==> src/rtl/cart_dispatcher.sv <==
// SCAN-policy dispatcher for a single cart serving eight stations.
// It latches station calls, picks the next stop and steps the cart towards it.
`timescale 1ns/1ps

module cart_dispatcher #(
    parameter int unsigned DWELL_TICKS = 4
) (
    input  logic       CLK,
    input  logic       RESET,
    input  logic [7:0] CALL,
    input  logic [7:0] POS,
    input  logic       TICK,
    output logic       STEP_R,
    output logic       STEP_L,
    output logic       DOOR_OPEN,
    output logic       BUSY,
    output logic       FAULT,
    output logic [2:0] TARGET,
    output logic [7:0] PENDING,
    output logic [7:0] SERVED
);

    typedef enum logic [2:0] {
        S_IDLE,
        S_SELECT,
        S_MOVE,
        S_DWELL,
        S_FAULT
    } state_t;

    state_t     state, state_nx;
    logic       dir_r, dir_nx;
    logic [2:0] target_nx;
    logic [7:0] dwell_cnt, dwell_nx;
    logic [2:0] cur;
    logic       pos_ok;
    logic       up_found, dn_found;
    logic [2:0] up_idx, dn_idx;
    logic       enter_dwell;
    logic [7:0] set_mask, clr_mask;

    always_comb begin : pos_decode
        cur = '0;
        for (int i = 0; i < 8; i++) begin
            if (POS[i]) cur = cur | 3'(i);
        end
        pos_ok = (POS != '0) && ((POS & (POS - 8'd1)) == '0);
    end

    // Nearest pending station at or beyond the cart in each direction.
    always_comb begin : scan
        up_found = 1'b0;
        dn_found = 1'b0;
        up_idx   = '0;
        dn_idx   = '0;
        for (int i = 7; i >= 0; i--) begin
            if (PENDING[i] && (3'(i) >= cur)) begin
                up_found = 1'b1;
                up_idx   = 3'(i);
            end
        end
        for (int i = 0; i < 8; i++) begin
            if (PENDING[i] && (3'(i) <= cur)) begin
                dn_found = 1'b1;
                dn_idx   = 3'(i);
            end
        end
    end

    // NOTE: every signal driven here gets a default first, so no path can infer a latch.
    always_comb begin : next_state
        state_nx    = state;
        dir_nx      = dir_r;
        target_nx   = TARGET;
        dwell_nx    = dwell_cnt;
        enter_dwell = 1'b0;
        STEP_R      = 1'b0;
        STEP_L      = 1'b0;
        if (!pos_ok) begin
            state_nx = S_FAULT;
        end else begin
            case (state)
                S_IDLE: if (PENDING != '0) state_nx = S_SELECT;
                S_SELECT: begin
                    if (dir_r && up_found) begin
                        target_nx = up_idx;
                    end else if (!dir_r && dn_found) begin
                        target_nx = dn_idx;
                    end else if (dir_r) begin
                        dir_nx    = 1'b0;
                        target_nx = dn_idx;
                    end else begin
                        dir_nx    = 1'b1;
                        target_nx = up_idx;
                    end
                    if (PENDING == '0) begin
                        state_nx = S_IDLE;
                        dir_nx   = dir_r;
                    end else if (target_nx == cur) begin
                        state_nx    = S_DWELL;
                        enter_dwell = 1'b1;
                    end else begin
                        state_nx = S_MOVE;
                    end
                end
                S_MOVE: begin
                    if (TARGET == cur) begin
                        state_nx    = S_DWELL;
                        enter_dwell = 1'b1;
                    end else if (TICK) begin
                        STEP_R = (TARGET > cur);
                        STEP_L = (TARGET < cur);
                    end
                end
                S_DWELL: begin
                    if (TICK) begin
                        if (dwell_cnt <= 8'd1) begin
                            dwell_nx = '0;
                            state_nx = S_IDLE;
                        end else begin
                            dwell_nx = dwell_cnt - 8'd1;
                        end
                    end
                end
                S_FAULT: state_nx = S_IDLE;
                default: state_nx = S_IDLE;
            endcase
        end
        if (enter_dwell) dwell_nx = 8'(DWELL_TICKS);
    end

    // A call for the station being served is absorbed; service clears only on DWELL entry.
    always_comb begin : request_masks
        set_mask = CALL;
        if (state == S_DWELL) set_mask[TARGET] = 1'b0;
        clr_mask = enter_dwell ? (8'd1 << target_nx) : 8'd0;
    end

    // NOTE: sequential state uses non-blocking assignments so every register samples pre-edge values.
    always_ff @(posedge CLK or posedge RESET) begin
        if (RESET) begin
            state     <= S_IDLE;
            dir_r     <= 1'b1;
            TARGET    <= '0;
            dwell_cnt <= '0;
            PENDING   <= '0;
            SERVED    <= '0;
        end else begin
            state     <= state_nx;
            dir_r     <= dir_nx;
            TARGET    <= target_nx;
            dwell_cnt <= dwell_nx;
            PENDING   <= (PENDING | set_mask) & ~clr_mask;
            SERVED    <= clr_mask;
        end
    end

    assign DOOR_OPEN = (state == S_DWELL);
    assign BUSY      = (state == S_SELECT) || (state == S_MOVE) || (state == S_DWELL);
    assign FAULT     = (state == S_FAULT);

endmodule

==> config.mk <==
export PLATFORM = sky130hd
export DESIGN_NAME = cart_dispatcher
export DESIGN_NICKNAME = d
export VERILOG_FILES = /design/src/rtl/cart_dispatcher.sv
export SDC_FILE = /design/constraint.sdc
export NUM_CORES = 1
export LEC_CHECK = 0
export CAP_MARGIN = 5
export CORE_UTILIZATION = 50
export DETAILED_ROUTE_END_ITERATION = 8
export PLACE_DENSITY = 0.83
export RECOVER_POWER = 50
export SYNTH_ARGS = -nofsm -noshare
export SYNTH_HDL_FRONTEND = slang
export SYNTH_SLANG_ARGS = --single-unit
==> constraint.sdc <==
create_clock -name CLK -period 3.8 [get_ports CLK]
set_input_delay 0.57 -clock CLK [delete_from_list [all_inputs] [get_ports CLK]]
set_output_delay 0.57 -clock CLK [all_outputs]
set_load 0.01 [all_outputs]
Word-level counts from Yosys, hierarchy flattened
Index checks and enable logic that the tools add are counted.

operators by class
  add/sub/neg operators = 2
  $lt $le $gt $ge = 21
  eq/ne operators = 10
  shifts and indexed selects = 1
  muxes and demuxes = 76
  bitwise operators = 9
  reductions and logical operators = 34

operators by type and width
  cell                                                              number
  two-way mux 3 bit                                                 30
  two-way mux 8 bit                                                 7
  two-way mux 1 bit                                                 33
  AND 8 bit                                                         3
  logical AND 1 bit                                                 20
  zero test 8 bit                                                   2
  inverter 8 bit                                                    2
  nonzero test 8 bit                                                2
  subtractor 8 x 1 -> 8 bit, second input constant                  2
  greater-or-equal comparator 3 bit, first input constant           4
  less-or-equal comparator 3 bit, first input constant              4
  one-hot mux 3 bit (4 select lines)                                1
  inequality test 3 bit, second input constant                      3
  less-or-equal comparator 8 x 1 -> 1 bit, second input constant    1
  OR 8 bit                                                          1
  left shift 1 x 3 -> 8 bit, first input constant                   1
  equality test 3 x 2 -> 1 bit, second input constant               2
  equality test 3 bit                                               2
  greater-or-equal comparator 1 x 3 -> 1 bit, first input constant  2
  greater-or-equal comparator 2 x 3 -> 1 bit, first input constant  2
  less-or-equal comparator 1 x 3 -> 1 bit, first input constant     2
  less-or-equal comparator 2 x 3 -> 1 bit, first input constant     2
  two-way mux 2 bit                                                 3
  nonzero test 2 bit                                                3
  16 further kinds                                                  19

storage, ports and cells
  register bits = 31
  bits of input ports = 19
  output and inout bits = 24
  word-level logic and storage cells = 159

Logic depth before layout (Yosys ltp)
Gate-level depths: netlist of run 1.

  depth after elaboration = 30
  depth in mapped cells = 11
  mapped depth without buffers = 10

Worst setup path after synthesis of run 1
Ideal clock, no wire load.

  path kind = input -> register
  start point = input POS[1]
  end point = register dwell_cnt[2]
  setup time = 0.131 ns
  data arrival time = 3.032 ns
  data required time = 3.669 ns
  path slack = 0.636 ns
  stages = 10
  path buffers = 1
  cells stage by stage = buf_6 nor4_4 inv_2 or3_4 a2111oi_4 and3_2 o21ai_4 a211oi_4 nor4_4 or3_1

on the way
  word-level cells in the longest chain between the ends = 29
  elaborated cells on any way between the ends = 94
  classes of those cells = add/sub: 1; order compare: 16; eq/ne: 2; mux: 49; bitwise: 1; reduce/logical: 25

RTL lines
  element                                                                                       line    RTL
  from (decl)                                                                                   11      input logic [7:0] POS,
  two-way mux 1 bit                                                                             45      if (POS[i]) cur = cur | 3'(i);
  two-way mux 2 bit (2 in a row)                                                                45
  two-way mux 3 bit (4 in a row)                                                                45
  greater-or-equal comparator 3 bit or less-or-equal comparator 1 x 3 -> 1 bit (tied branches)  57, 63
  logical AND 1 bit (on tied branches)                                                          57, 63
  two-way mux 3 bit or two-way mux 1 bit (tied branches) (8 in a row)                           57, 63
  two-way mux 3 bit or logical AND 1 bit (tied branches)                                        89, 87
  two-way mux 3 bit                                                                             87      end else if (!dir_r && dn_found) begin
  [... 2 more ...]                                                                              --
  two-way mux 3 bit                                                                             79      if (!pos_ok) begin
  equality test 3 bit                                                                           99      end else if (target_nx == cur) begin
  two-way mux 1 bit                                                                             99
  two-way mux 1 bit                                                                             96      if (PENDING == '0) begin
  one-hot mux 1 bit (2 select lines)                                                            82      case (state)
  two-way mux 1 bit                                                                             79
  nonzero test 2 bit (no line)                                                                  --
  AND reduction 3 bit (no line)                                                                 --
  to (signal assigned)                                                                          152     dwell_cnt <= dwell_nx;
  to (decl)                                                                                     34      logic [7:0] dwell_cnt, dwell_nx;

Several ways; a longest one is shown, not always the timed one. The select of a mux whose other input is x is not followed.
A chain may end at the register's enable or synchronous reset.

Worst setup path in the final report of run 1
  start point = input POS[2]
  end point = register SERVED[3]

on the way
  word-level cells in the longest chain between the ends = 27
  elaborated cells on any way between the ends = 92
  classes of those cells = add/sub: 1; order compare: 16; eq/ne: 2; shift: 1; mux: 50; bitwise: 1; reduce/logical: 21

RTL lines
  element                                                                                       line    RTL
  two-way mux 2 bit (2 in a row)                                                                45
  two-way mux 3 bit (4 in a row)                                                                45
  greater-or-equal comparator 3 bit or less-or-equal comparator 1 x 3 -> 1 bit (tied branches)  57, 63
  logical AND 1 bit (on tied branches)                                                          57, 63
  two-way mux 3 bit or two-way mux 1 bit (tied branches) (8 in a row)                           57, 63
  two-way mux 3 bit or logical AND 1 bit (tied branches)                                        89, 87
  two-way mux 3 bit                                                                             87
  two-way mux 3 bit                                                                             85      if (dir_r && up_found) begin
  two-way mux 3 bit                                                                             82
  two-way mux 3 bit                                                                             79
  equality test 3 bit                                                                           99
  two-way mux 1 bit                                                                             99
  two-way mux 1 bit                                                                             96
  one-hot mux 1 bit (2 select lines)                                                            82
  two-way mux 1 bit                                                                             79
  two-way mux 8 bit *                                                                           136     clr_mask = enter_dwell ? (8'd1 << target_nx) : 8'd0;
  via clr_mask[3]                                                                               40      logic [7:0] set_mask, clr_mask;
  to (signal assigned)                                                                          154     SERVED <= clr_mask;
  to (decl)                                                                                     20      output logic [7:0] SERVED

Mark *: on every way through the listed nets, which the timed path passes. The rest lies on a longest branch. The select of a mux whose other input is x is not followed.

==> results of run 1 <==
-- layout make-up --
cell class	count	area [um^2]
clock buffer	6	82.6
inverter	17	63.8
clock inverter	2	35.0
multi-input combinational	215	1570
timing repair buffer	70	632
sequential	31	777
tap	67	83.8
fill	384	1480
-- cell usage in the layout (no fill, tap or decap), types with 3 or more instances in the layout --
| cell type | instances |
|---|---|
| a211o_1 | 3 |
| a211oi_1 | 4 |
| a21boi_0 | 4 |
| a21o_1 | 4 |
| a21oi_1 | 26 |
| and2_1 | 11 |
| and3_1 | 4 |
| buf_4 | 27 |
| clkbuf_8 | 6 |
| clkdlybuf4s50_1 | 27 |
| dfrtp_1 | 30 |
| dlygate4sd3_1 | 13 |
| ha_1 | 5 |
| inv_1 | 13 |
| inv_2 | 4 |
| nand2_1 | 9 |
| nand3_1 | 6 |
| nand3b_1 | 4 |
| nor2_1 | 26 |
| nor2b_1 | 3 |
| nor3_1 | 7 |
| nor3_2 | 3 |
| nor4_1 | 9 |
| o21a_1 | 6 |
| o21ai_0 | 7 |
| o22ai_1 | 3 |
| or3_1 | 6 |
| xnor2_1 | 3 |
| xor2_1 | 4 |
-- how the worst max path moves through the flow --
stage	end	slack, ns	cells after the start
after floorplan	dwell_cnt[2]	0.64	10
after global placement	STEP_R	0.04	9
after detailed placement	STEP_L	-0.02	8
after CTS	STEP_L	0.05	9
after global routing	SERVED[3]	0.1	11
final	SERVED[3]	0.32	11
-- registers in the layout, summed over array words and instances (netlist names) --
signal     count
TARGET         3
SERVED         8
dir_r          1
PENDING        8
state          3
dwell_cnt      8
-- logic make-up (layout without fill, tap and decap cells) --
family | after synthesis | count (layout) | synth area share, %
multiplexers | 1 | 1 | 0.408
flip-flops | 31 | 31 | 31.7
XOR/XNOR | 7 | 7 | 2.50
AND/OR/NAND/NOR | 105 | 105 | 26.3
buffers and inverters | 25 | 95 | 4.84
AO/OA/AOI/OAI | 96 | 96 | 31.4
adder cells (fa/ha/maj) | 6 | 6 | 2.96
-- cells in the mapped netlist (all sizes together), types with 6 or more instances --
cell    instances
nor2           26
o21ai          11
and2           11
a21oi          27
dfrtp          30
nor4           11
o21a            6
nand2           9
a211oi          6
nand3           6
nor3           10
or3             7
inv            17
and3            6
-- repair_timing --
action | in CTS | in global routing
gates cloned | 0 | 0
resized for setup | 1 | 2
setup endpoints to repair | 2 | 2
setup buffers | 0 | 1
endpoints found under the hold margin | 0 | 0
pin swaps | 0 | 3
-- per-stage QoR --
stage               TNS [ns]  hold slack (ns)  worst slack (ns)
global placement           0            0.554            0.0365
floorplan                  0            0.534             0.636
finish                     0            0.600             0.320
global route               0            0.628            0.0996
CTS                        0            0.606            0.0538
detailed placement   -0.0234            0.574           -0.0177
-- where the power goes --
| group | leakage (uW) | switching [uW] | internal (uW) |
|---|---|---|---|
| clock | 0.0000612 | 127 | 212 |
| combinational | 0.00101 | 43.3 | 40.9 |
| sequential | 0.000372 | 0.449 | 330 |
-- metal layers --
metal / wire length, um / track usage, % / up-vias
met5: 0 / 0 / -
met4: 144 / 12.4 / 0
met3: 368 / 4.86 / 17
met2: 3310 / 46.2 / 98
met1: 2780 / 31.8 / 1205
li1: - / - / 1170
-- worst register-to-register path: cells and delay by family (launching register included) --
family	cells	cell delay, ns
AO/OA/AOI/OAI	5	1.17
buffers and inverters	1	0.25
flip-flops	1	0.47
AND/OR/NAND/NOR	3	0.83
==> impl_metrics.ini, run 1 <==
[floorplanning]
pin_count = 43
die_height_um = 72.1
initial_core_util_pct = 51.9
die_w_um = 72.1
die_area_mm2 = 0.00519
core_mm2 = 0.00472
rows = 25

[clock_network]
cts_root_buf = clkbuf_8
cts_tree = built
clock_path_buffers = 2
clk_latency_ns = 0.29
cts_sinks = 31
clkSlewWorstSetupHoldPaths_ns = 0.07
cts.htree.levels = 2
cts_hold_buf = 0
cts_buffers = 5

[routing]
via_per_inst = 6.10
wirelength_mm = 6.61
drc = 0
antenna_left = 0
first_pass_iters = 4
drt_iter0_drc = 127
wl_per_cell_um = 16.2
vias = 2490

[min_path]
hp-class = reg -> reg
holdPathStages = 2
min-delay-start = dwell_cnt[7]
holdPathEnd = dwell_cnt[7]

[global_routing]
grt_pass1_wl_mm = 10.9
grtUsageTotal_pct = 26.5
grt_max_degree = 32
antenna_found_initial = 0
grt_overflow = 0
grt_pass1_vias = 2416

[worst_setup_path]
r2r_start = PENDING[0]
path_max_fanout = 9
crit_top_cell = buf_4
rrSetupSlack_ns = 1.02
start_kind = primary input
cp_slowest_cell = clkdlybuf4s50_1
worstRegToRegCells = 9
worstPathCellList = clkdlybuf4s50_1 -> buf_4 -> or3_1 -> o31ai_1 -> o221ai_1 -> and3_2 -> o211ai_2 -> nand3b_4 -> nor4_4 -> buf_4 -> o21a_1
path_buf_inv = 3
cpLargestDelayFamily = simple AND/OR/NAND/NOR gates
arrival_ns = 3.70
reg2reg_to = SERVED[3]
critPathKind = in -> reg
end_kind = flip-flop
max_stage_delay_ns = 0.51
crit_path_start = POS[2]
critPathRequiredTime_ns = 4.02

[yosys]
syn-num-nets = 295
avgSynthCellArea_um2 = 9.05
ys_ff_latch = 31
yosys-top-cells-area = dfrtp_1 31%, a21oi_1 5.3%, nor2_1 4.0%
synth_top_area_share_pct = 30.6
synth_area_mm2 = 0.00245
synthArstFlopShare_pct = 100
syn-instance-count = 271
synth_edf_count = 0
ys_seq_area_share_pct = 31.7
synthDistinctLibCells = 74
synth_ff_type = dfrtp_1
synth_largest_area_cell = dfrtp_1
yosysWarnings = 0

[power]
finalPower_uw = 754
p_leak_uw = 0.00144
p_per_area_mw_per_mm2 = 232
irDropWorstVdd_mv = 0.310

[sta]
post-route-min-period_ns = 3.48
finalHoldViolations = 0
fmax_mhz = 287
period_share_pct = 91.6
timing.max_slew.rel_slack_pct = -7.34
slew_violations = 32
tightest_slew_ns = 1.61
grt_setup_unrepaired = false
skew_ns = 0.00463
setup_viol = 0

[layout]
drive_above_1_share_pct = 19.6
nNetsFinal = 364
final_cell_area_mm2 = 0.00324
area_growth_pct = 32.2
final_util_pct = 68.7
fin_cells = 408
n_antenna_cell = 0

[placement]
portBuffers = 42
dp.final_hpwl_mm = 4.93
gp_congestion = 0.873
placedInstanceArea_mm2 = 0.00311
dp.cells = 399

[status]
violations = capacitance limit, slew limit
status = finished, violations left

[run]
max-cap-violations = 1
Power figures use the tool's default switching activity.
==> run 2, diff against run 1 <==
CELL_PAD_IN_SITES_DETAIL_PLACEMENT = 0   (was unset)
CELL_PAD_IN_SITES_GLOBAL_PLACEMENT = 1   (was unset)
CORE_UTILIZATION = 40   (was 50)
PLACE_DENSITY = 0.87   (was 0.83)
==> run 2 against run 1 <==
Effect of this change:
- the run still ends with capacitance limit, slew limit left
- core utilization shrank 14 points
- register-to-register slack lost 0.04 ns
- clock-buffer cell count is the same
- sequential share of layout area grew 0.12 points
- via count shrank 1.4%
- first-iteration DRC count grew 22%
- cell area shrank 0.50%
- clock skew is essentially flat
- routed wire length grew 2.3%
- sequential power is essentially flat
- sequential cell count is the same
- power shrank 11%
- highest routed layer unchanged
==> impl_metrics.ini, run 2 (synthesis gave the netlist of run 1 again) <==
[routing]
drc = 0
via_per_inst = 5.90
wirelength_mm = 6.76
vias = 2454
antenna_left = 0
wl_per_cell_um = 16.2
drt_iter0_drc = 155
first_pass_iters = 4

[sta]
finalHoldViolations = 0
grt_setup_unrepaired = false
timing.max_slew.rel_slack_pct = -11.9
fin_tns_setup_ns = 0
fmax_mhz = 272
slew_violations = 32
period_share_pct = 96.8
setup_viol = 0
post-route-min-period_ns = 3.68
holdWs_ns = 0.593
tightest_slew_ns = 1.68
skew_ns = 0.00501

[worst_setup_path]
rrSetupSlack_ns = 0.98
max_stage_delay_ns = 0.59
end_kind = primary output
cpLargestDelayFamily = simple AND/OR/NAND/NOR gates
crit_top_cell = clkdlybuf4s50_1
critPathKind = in -> out
critPathRequiredTime_ns = 3.23
path_buf_inv = 3
start_kind = primary input
arrival_ns = 3.11
cp_slowest_cell = or4_4
cp.depth = 8
worstPathCellList = clkdlybuf4s50_1 -> or4_4 -> inv_2 -> ha_1 -> and3_1 -> nor4b_4 -> nor2b_2 -> clkdlybuf4s50_1
worstRegToRegCells = 10
path_max_fanout = 5

[layout]
n_antenna_cell = 0
multi_input_area_mm2 = 0.00158
area_growth_pct = 31.6
nNetsFinal = 364
drive_above_1_share_pct = 19.6
seqCellArea_um2 = 777
layout_common_cells = 30 x dfrtp_1, 30 x clkdlybuf4s50_1, 27 x buf_4, 26 x nor2_1, 26 x a21oi_1
largestRegisters = PENDING x8, SERVED x8, dwell_cnt x8
nFillCells = 556
final_util_pct = 54.5
fin_cells = 416

[power]
clkPwrFrac_pct = 37.7
irDropWorstVdd_mv = 0.226
p_per_area_mw_per_mm2 = 207
p_sw_uw = 168
seqPwrFrac_pct = 49.5
swShare_pct = 25.2
intPower_uw = 500
combPwrFrac_pct = 12.8
p_leak_uw = 0.00139

[floorplanning]
core_mm2 = 0.00592
rows = 28
pin_count = 43
die_height_um = 80.3
initial_core_util_pct = 41.4
die_area_mm2 = 0.00645
die_w_um = 80.3

[global_routing]
grt_overflow = 0
grt_pass1_vias = 2433
antenna_found_initial = 0
grt_max_degree = 32
grt_pass1_wl_mm = 11.6
grtUsageTotal_pct = 23.5

[min_path]
hp-class = reg -> reg
holdPathStages = 2

[clock_network]
cts_sinks = 31
clock_path_buffers = 2
cts_resized = 0
cts.htree.levels = 2
cts_hold_buf = 0
clkSlewWorstSetupHoldPaths_ns = 0.06
post_cts_buffers = 0
cts_buffers = 5
cts_tree = built
cts_root_buf = clkbuf_8
clk_latency_ns = 0.28

[placement]
portBuffers = 42
dp.cells = 408
dp.final_hpwl_mm = 5.21
gp_congestion = 0.928

[status]
violations = capacitance limit, slew limit
status = finished, violations left

[run]
max-cap-violations = 1
==> run 2: worst paths after layout <==
path                              startpoint            to
worst min-delay path            dwell_cnt[3]  dwell_cnt[3]
min in group asynchronous              RESET     SERVED[3]
worst max register to register    PENDING[0]    PENDING[2]
worst min register to register  dwell_cnt[3]  dwell_cnt[3]
max in group asynchronous              RESET     SERVED[7]
worst max-delay path                  POS[4]        STEP_R
==> run 2: layout make-up <==
class	count	share of cell area, %
multi-input cells	215	49.0
flip-flops and latches	31	24.1
repair buffers	70	19.4
well taps	75	2.91
clock buffers	6	2.25
inverters	17	1.98
clock inverters	2	0.388
==> run 2: metrics by stage <==
stage                     instance area (um^2)  setup slack (ns)  total power, uW
final                                     3230             0.120              668
after global routing                      3230            0.0182              698
after CTS                                 3210            0.0108              677
after detailed placement                  3130            0.0296              423
after global placement                    3130           0.00487              422
after floorplan                           2450             0.636              380
==> run 2: worst reg2reg max path, cell delays in order, from the launching register on <==
cell,delay (ns)
dfrtp_1,0.48
and2b_1,0.23
o21ai_0,0.23
a21oi_1,0.15
o21ai_0,0.44
buf_4,0.23
and3_1,0.16
o31a_2,0.26
inv_2,0.11
nor3_1,0.30
a21oi_1,0.12
==> run 2: power by group through the flow <==
stage	clock, uW	sequential [uW]	combinational, uW
floorplan	0	337	43.2
global placement	0	337	84.8
detailed placement	0	337	85.9
CTS	260	331	86.4
global route	274	330	94.4
finish	252	331	85.8
==> run 2: per-layer routing <==
layer	wire length, um	vias to the layer above	global-route usage, %
met5	0	-	0
li1	-	1170	-
met2	3180	91	37.4
met1	3050	1182	31.9
met3	407	11	3.07
met4	123	0	9.82
